## src/rtl/alu_pipe.sv

```systemverilog
`default_nettype none
// +--------------------------------------------------------------------------+
// | alu_pipe : two-stage valid/ready ALU with sticky, maskable IRQ flags      |
// | Rev 1.0                                                                   |
// +--------------------------------------------------------------------------+
module alu_pipe #(
  parameter int DATA_W = 8,
  parameter int IRQ_W  = 3
) (
  input  logic              alu_clk,
  input  logic              rst,
  input  logic              alu_in_valid,
  output logic              alu_in_ready,
  input  logic [DATA_W-1:0] alu_in_a,
  input  logic [DATA_W-1:0] alu_in_b,
  input  logic [1:0]        alu_mode,
  input  logic [1:0]        alu_op,
  output logic [DATA_W-1:0] alu_out,
  output logic              alu_out_valid,
  input  logic              alu_out_ready,
  input  logic [IRQ_W-1:0]  alu_irq_en,
  input  logic [IRQ_W-1:0]  alu_irq_clr,
  output logic [IRQ_W-1:0]  alu_irq_status,
  output logic              alu_irq
);

  logic              r_live;
  logic              r_s1_valid;
  logic [DATA_W-1:0] r_s1_a;
  logic [DATA_W-1:0] r_s1_b;
  logic [1:0]        r_s1_mode;
  logic [1:0]        r_s1_op;
  logic              r_s2_valid;
  logic [DATA_W-1:0] r_s2_res;
  logic [IRQ_W-1:0]  r_status;

  logic              w_s2_load;
  logic              w_in_fire;
  logic [DATA_W:0]   w_add;
  logic [DATA_W:0]   w_sub;
  logic [DATA_W-1:0] w_res;
  logic              w_carry;
  logic              w_merr;
  logic              w_zero;
  logic [IRQ_W-1:0]  w_set;

  assign w_s2_load    = r_s1_valid && (!r_s2_valid || alu_out_ready);
  // r_live keeps ready low during reset and raises it one edge after release
  assign alu_in_ready = r_live && (!r_s1_valid || w_s2_load);
  assign w_in_fire    = alu_in_valid && alu_in_ready;

  assign w_add = {1'b0, r_s1_a} + {1'b0, r_s1_b};
  assign w_sub = {1'b0, r_s1_a} - {1'b0, r_s1_b};

  always_comb begin
    w_res   = '0;
    w_carry = 1'b0;
    w_merr  = 1'b0;
    case (r_s1_mode)
      2'b00: begin
        case (r_s1_op)
          2'b00:   w_res = r_s1_a & r_s1_b;
          2'b01:   w_res = ~(r_s1_a & r_s1_b);
          2'b10:   w_res = r_s1_a | r_s1_b;
          default: w_res = r_s1_a ^ r_s1_b;
        endcase
      end
      2'b01: begin
        case (r_s1_op)
          2'b00:   w_res = ~(r_s1_a ^ r_s1_b);
          2'b01:   w_res = r_s1_a & r_s1_b;
          2'b10:   w_res = ~(r_s1_a | r_s1_b);
          default: w_res = r_s1_a | r_s1_b;
        endcase
      end
      2'b10: begin
        case (r_s1_op)
          2'b00: begin
            w_res   = w_add[DATA_W-1:0];
            w_carry = w_add[DATA_W];
          end
          2'b01: begin
            // top bit of the widened difference is the borrow (a < b)
            w_res   = w_sub[DATA_W-1:0];
            w_carry = w_sub[DATA_W];
          end
          2'b10: begin
            w_res   = {r_s1_a[DATA_W-2:0], 1'b0};
            w_carry = r_s1_a[DATA_W-1];
          end
          default: begin
            w_res   = {1'b0, r_s1_a[DATA_W-1:1]};
            w_carry = r_s1_a[0];
          end
        endcase
      end
      default: w_merr = 1'b1;
    endcase
  end

  assign w_zero = (w_res == '0);
  assign w_set  = {IRQ_W{w_s2_load}} & alu_irq_en & {w_merr, w_carry, w_zero};

  always_ff @(posedge alu_clk or posedge rst) begin
    if (rst) begin
      r_live     <= 1'b0;
      r_s1_valid <= 1'b0;
      r_s1_a     <= '0;
      r_s1_b     <= '0;
      r_s1_mode  <= '0;
      r_s1_op    <= '0;
      r_s2_valid <= 1'b0;
      r_s2_res   <= '0;
      r_status   <= '0;
    end else begin
      r_live <= 1'b1;
      if (w_in_fire) begin
        r_s1_valid <= 1'b1;
        r_s1_a     <= alu_in_a;
        r_s1_b     <= alu_in_b;
        r_s1_mode  <= alu_mode;
        r_s1_op    <= alu_op;
      end else if (w_s2_load) begin
        r_s1_valid <= 1'b0;
      end
      if (w_s2_load) begin
        r_s2_valid <= 1'b1;
        r_s2_res   <= w_res;
      end else if (alu_out_ready) begin
        r_s2_valid <= 1'b0;
      end
      // a new set wins over a simultaneous clear
      r_status <= (r_status & ~alu_irq_clr) | w_set;
    end
  end

  assign alu_out        = r_s2_res;
  assign alu_out_valid  = r_s2_valid;
  assign alu_irq_status = r_status;
  assign alu_irq        = |r_status;

endmodule
`default_nettype wire

```

## config.mk

```make
export PLATFORM = sky130hd
export DESIGN_NAME = alu_pipe
export DESIGN_NICKNAME = d
export VERILOG_FILES = /design/src/rtl/alu_pipe.sv
export SDC_FILE = /design/constraint.sdc
export NUM_CORES = 1
export LEC_CHECK = 0
export ABC_CLOCK_PERIOD_IN_PS = 3400
export CORE_MARGIN = 2
export CORE_UTILIZATION = 54
export DETAILED_ROUTE_END_ITERATION = 10
export PLACE_DENSITY = 0.8
export RECOVER_POWER = 50
export SLEW_MARGIN = 40
export SYNTH_ARGS = -nofsm -noshare
export SYNTH_HDL_FRONTEND = slang
export SYNTH_SLANG_ARGS = --single-unit
```

## constraint.sdc

```tcl
create_clock -name alu_clk -period 3.4 [get_ports alu_clk]
set_clock_uncertainty 0.15 [all_clocks]
set_input_delay 0.34 -clock alu_clk [delete_from_list [all_inputs] [get_ports alu_clk]]
set_output_delay 0.34 -clock alu_clk [all_outputs]
set_load 0.01 [all_outputs]
```

### Word level (Yosys, flattened, before mapping)

Index checks and enable logic that the tools add are counted.

| word-level totals | value |
|---|---|
| bits in registers | 34 |
| input port bits | 30 |
| output and inout bits | 14 |
| word-level logic and storage cells | 51 |

| operators by class | value |
|---|---|
| $add $sub $neg | 2 |
| equal/unequal tests | 4 |
| mux-type cells | 11 |
| bitwise logic cells | 11 |
| reductions and logical operators | 14 |

Operators by type and width:

| operator | count |
|---|---|
| one-hot mux 8 bit (3 select lines) | 4 |
| NOT 8 bit | 3 |
| adder 8 x 8 -> 9 bit | 1 |
| AND 3 bit | 3 |
| subtractor 8 x 8 -> 9 bit | 1 |
| AND 8 bit | 1 |
| logical NOT 8 bit | 1 |
| OR 8 bit | 1 |
| bitwise XOR 8 bit | 1 |
| 2-to-1 mux 1 bit | 6 |
| OR reduction 3 bit | 2 |
| equality test 2 x 1 -> 1 bit, second input constant | 2 |
| equality test 2 bit, second input constant | 2 |
| logical NOT 2 bit | 2 |
| nonzero test 2 bit | 2 |
| logical AND 1 bit | 3 |
| NOT 3 bit | 1 |
| OR 3 bit | 1 |
| one-hot mux 1 bit (3 select lines) | 1 |
| logical NOT 1 bit | 2 |
| logical OR 1 bit | 2 |

### Logic depth before layout (Yosys ltp)

| logic depth | value |
|---|---|
| word-level depth | 7 |
| depth in mapped cells | 10 |
| gate-level depth less buffers | 10 |

### Least setup slack after synthesis

Ideal clock, no wire load.

| timing | value |
|---|---|
| kind | register -> register |
| start point | register r_s1_a[1] |
| end point | register r_status[0] (netlist: alu_irq_status[0]) |
| setup time | 0.103 ns |
| data arrival time | 2.442 ns |
| required time | 3.147 ns |
| setup slack | 0.704 ns |
| cell stages (with the launch flop) | 10 |
| path buffers | 0 |
| clock period less this slack | 2.696 ns |
| cell sequence | dfrtp_1 -> inv_1 -> ha_1 -> o21ba_2 -> or4_1 -> and4_1 -> o211ai_1 -> o311a_1 -> nand4_1 -> o41ai_2 |

| on the way | value |
|---|---|
| word-level cells in the longest chain between the ends | 7 |
| elaborated cells between the ends (all ways) | 15 |
| classes of those cells | add/sub: 2; mux: 4; bitwise: 8; reduce/logical: 1 |

Ends and longest elaborated chain:

| item | line | RTL |
|---|---|---|
| start: declaration | 29 | `logic [DATA_W-1:0] r_s1_a;` |
| start signal: assignment | 119 | `r_s1_a <= alu_in_a;` |
| parallel branches: the longest is 3 deep, another holds subtractor 8 x 8 -> 9 bit | -- |  |
| one-hot mux 8 bit (3 select lines) (*) | 59 | `case (r_s1_mode)` |
| logical NOT 8 bit (*) | 101 | `assign w_zero = (w_res == '0);` |
| AND 3 bit (*) | 102 | `assign w_set = {IRQ_W{w_s2_load}} & alu_irq_en & {w_merr, w_carry, w_zero};` |
| OR 3 bit (*) | 133 | `r_status <= (r_status & ~alu_irq_clr) \| w_set;` |
| end signal: assignment | 133 |  |
| end: declaration | 35 | `logic [IRQ_W-1:0] r_status;` |

Every way passes the cells marked *.
A chain may end at the register's enable or synchronous reset.

### Worst setup path after layout

Same ends and word-level chain as after synthesis.

==> run_results.csv <==
group,metric,value,unit
pwr,clockPowerShare,17.1,%
status,status,"finished with violations",
placed_design,dp_slack,0.513,ns
sta,min_period_over_period,86.3,%
pwr,p_sw,0.757,mW
clocking,postCtsSetupBuffers,0,
drt,dr.pass1.iters,7,
cells_and_area,final_area,3340,um^2
synthesis,async_reset_ff_share,100,%
pwr,seq_power_share,31.8,%
clocking,cts_resized,0,
clocking,cts_buffers,5,
pwr,power.leakage,1.44,nW
setup_path,crit_family,"compound AO/OA/AOI/OAI gates",
cells_and_area,drive_above_1_share,11.2,%
clocking,cts_tree,"done",
job,cap_violations,1,
synthesis,synth_flop_cell,"dfrtp_1",
drt,final_antenna_net_count,0,
setup_path,critical-path-max-stage-delay,0.47,ns
synthesis,synth_edf_count,0,
sta,tns,0,ns
drt,dr.max_layer_used,"met4",
clocking,path_clk_slew,0.07,ns
placed_design,dp_cells,409,
grt,grt-ovfl-total,0,
floorplan,die-height,76.1,um
sta,rsz0062_at_grt,"no",
setup_path,start_kind,"flip-flop",
placed_design,gp_congestion,0.937,
sta,hold_ws,0.330,ns
synthesis,syn_avg_cell_area,9.02,um^2
setup_path,cpMaxStageDelayCell,"dfrtp_1",
floorplan,core_area,5070,um^2
drt,wl_met3,479,um
drt,wl_per_cell,16.6,um
cells_and_area,mostFrequentLayoutCells,"clkdlybuf4s50_1, dfrtp_1, inv_1, ha_1, mux2_2",
sta,worst_slack,0.466,ns
synthesis,synth_nets,367,
setup_path,crit_buf_inv,1,
pwr,switching_share,40.8,%
status,violations,"max-capacitance violations, max-slew violations",
clocking,cts-root-buf,"clkbuf_8",
setup_path,required,3.43,ns
sta,min_period,2.93,ns
drt,met2_length,3390,um
cells_and_area,instances_no_fill,417,
setup_path,cp_cell_sequence,"inv_1 > ha_1 > o21ba_2 > or4_1 > and4_1 > o211ai_1 > o311a_1 > nand4_1 > o41ai_2",
sta,worstMarginPinSlew,1.83,ns
drt,wl_met1,2960,um
sta,slew_viol_final,35,
clocking,cts.sinks,34,
floorplan,ioPinCount,44,
synthesis,synth_seq_area_share,30.3,%
cells_and_area,layout_commonest_cell,"clkdlybuf4s50_1",
floorplan,fp.dieW,76.1,um
drt,viasPerCell,5.97,
placed_design,port_buffers,43,
drt,initialDrtViolationCount,269,
setup_path,crit_arrival,2.97,ns
drt,route.detailed.drc,0,
clocking,postCtsHoldBufs,0,
pwr,p_int,1.10,mW
cells_and_area,n_antenna_cell,0,
grt,grt_pass1_wl,11200,um
clocking,htree_num_levels,2,
cells_and_area,fin_nets,402,
cells_and_area,utilization,65.8,%
sta,timing.fmax,341,MHz
floorplan,rows,26,
synthesis,synthCells,311,
clocking,clk_latency,0.29,ns
drt,wirelength,6940,um
setup_path,critical_path_class,"reg2reg",
clocking,clk_path_buf_depth,2,
floorplan,dieArea,5790,um^2
setup_path,critPathCaptureType,"flip-flop",
sta,relSlewSlack,-22.1,%
grt,grt_max_degree,38,
grt,antenna_found_initial,0,
floorplan,initial_core_util,55.3,%
pwr,vdd_drop_max,0.285,mV
synthesis,yosysWarnings,0,
grt,grtUsageTotal,24.0,%
synthesis,synthesis.area,2810,um^2
cells_and_area,area_delta_synth_final,19.0,%
min_path,hp-class,"reg2reg",
placed_design,dp.final_hpwl,5160,um
sta,setup_viol,0,
setup_path,crit_fanout,7,
grt,grt_pass1_vias,2288,
synthesis,synth_cell_types,54,
sta,hold_viol,0,
pwr,p_total,1.85,mW
drt,num_vias,2488,
synthesis,ys_ff_latch,34,
pwr,pwr_density_cell,555,nW/um^2
pwr,power_frac_comb,51.1,%
placed_design,dpl_cell_area,3250,um^2
==> registers in the layout (all words and copies together) (netlist names), 2 cells and up <==
name            cells
r_s1_a              8
alu_irq_status      3
alu_out             8
r_s1_b              8
r_s1_op             2
r_s1_mode           2
==> worst register-to-register path: stages, from the launching register on <==
cell and delay [ns]:
dfrtp_1 0.47, inv_1 0.12, ha_1 0.37, o21ba_2 0.22, or4_1 0.44, and4_1 0.21, o211ai_1 0.16, o311a_1 0.22
nand4_1 0.11, o41ai_2 0.34
==> area by class of cell <==
class                           instances  area [um^2]
Clock inverter                          1         5.00
Tap cell                               70         87.6
Timing Repair Buffer                   48          460
Fill cell                             427         1740
Inverter                               26         97.6
Clock buffer                            7         86.3
Sequential cell                        34          852
Multi-Input combinational cell        231         1750
==> power by group through the flow <==
stage / clock (mW) / sequential, mW / combinational [mW]
after floorplan: 0 / 0.576 / 0.667
after global placement: 0 / 0.589 / 0.916
after detailed placement: 0 / 0.596 / 0.937
after CTS: 0.321 / 0.588 / 0.941
after global routing: 0.337 / 0.603 / 1.03
final: 0.316 / 0.590 / 0.948
==> cell usage after synthesis, drive strengths merged, types with 2 or more instances <==
master	count	area, um^2
a21oi	22	110
a221o	4	40.0
a221oi	4	41.3
a22o	2	17.5
a22oi	4	30.0
a311oi	2	17.5
a31oi	3	18.8
and2	2	12.5
buf	12	76.3
clkbuf	8	30.0
dfrtp	34	851
fa	2	40.0
ha	24	300
inv	26	97.6
mux2	23	259
mux2i	8	80.1
nand2	21	78.8
nand2b	10	62.6
nand3	4	20.0
nand4	2	12.5
nor2	16	60.1
nor2b	7	43.8
nor3	5	25.0
o21ai	18	90.1
o21bai	2	15.0
o221ai	5	43.8
o22ai	7	43.8
o31ai	2	15.0
o41ai	2	25.0
or3	3	18.8
or4	3	22.5
xnor2	7	61.3
==> per-layer routing <==
| metal | track usage, % | vias up |
|---|---|---|
| met5 | 0 | - |
| met4 | 7.64 | 0 |
| met3 | 4.38 | 17 |
| met2 | 40.8 | 107 |
| met1 | 31.2 | 1178 |
| li1 | - | 1186 |
==> cell families after synthesis <==
family | synth area share, %
compound gates | 21.2
mux | 12.1
buf+inv | 7.27
fa+ha+maj | 12.1
other cells | 0.134
flops | 30.3
simple gates | 14.3
xor+xnor | 2.50
==> worst paths after layout <==
kind,start,endpoint,slack [ns],depth (start not counted)
worst min register to register,alu_out[2]$_DFFE_PP0P_,alu_out[2]$_DFFE_PP0P_,0.33,2
worst min-delay path,alu_out[2]$_DFFE_PP0P_,alu_out[2]$_DFFE_PP0P_,0.33,2
min in group asynchronous,rst,r_s1_a[3]$_DFFE_PP0P_,0.98,3
max in group asynchronous,rst,r_s1_op[1]$_DFFE_PP0P_,0.93,3
worst max register to register,r_s1_a[1]$_DFFE_PP0P_,alu_irq_status[0]$_DFF_PP0_,0.47,9
worst max-delay path,r_s1_a[1]$_DFFE_PP0P_,alu_irq_status[0]$_DFF_PP0_,0.47,9
Note: power is estimated with default switching activity, not from simulation.
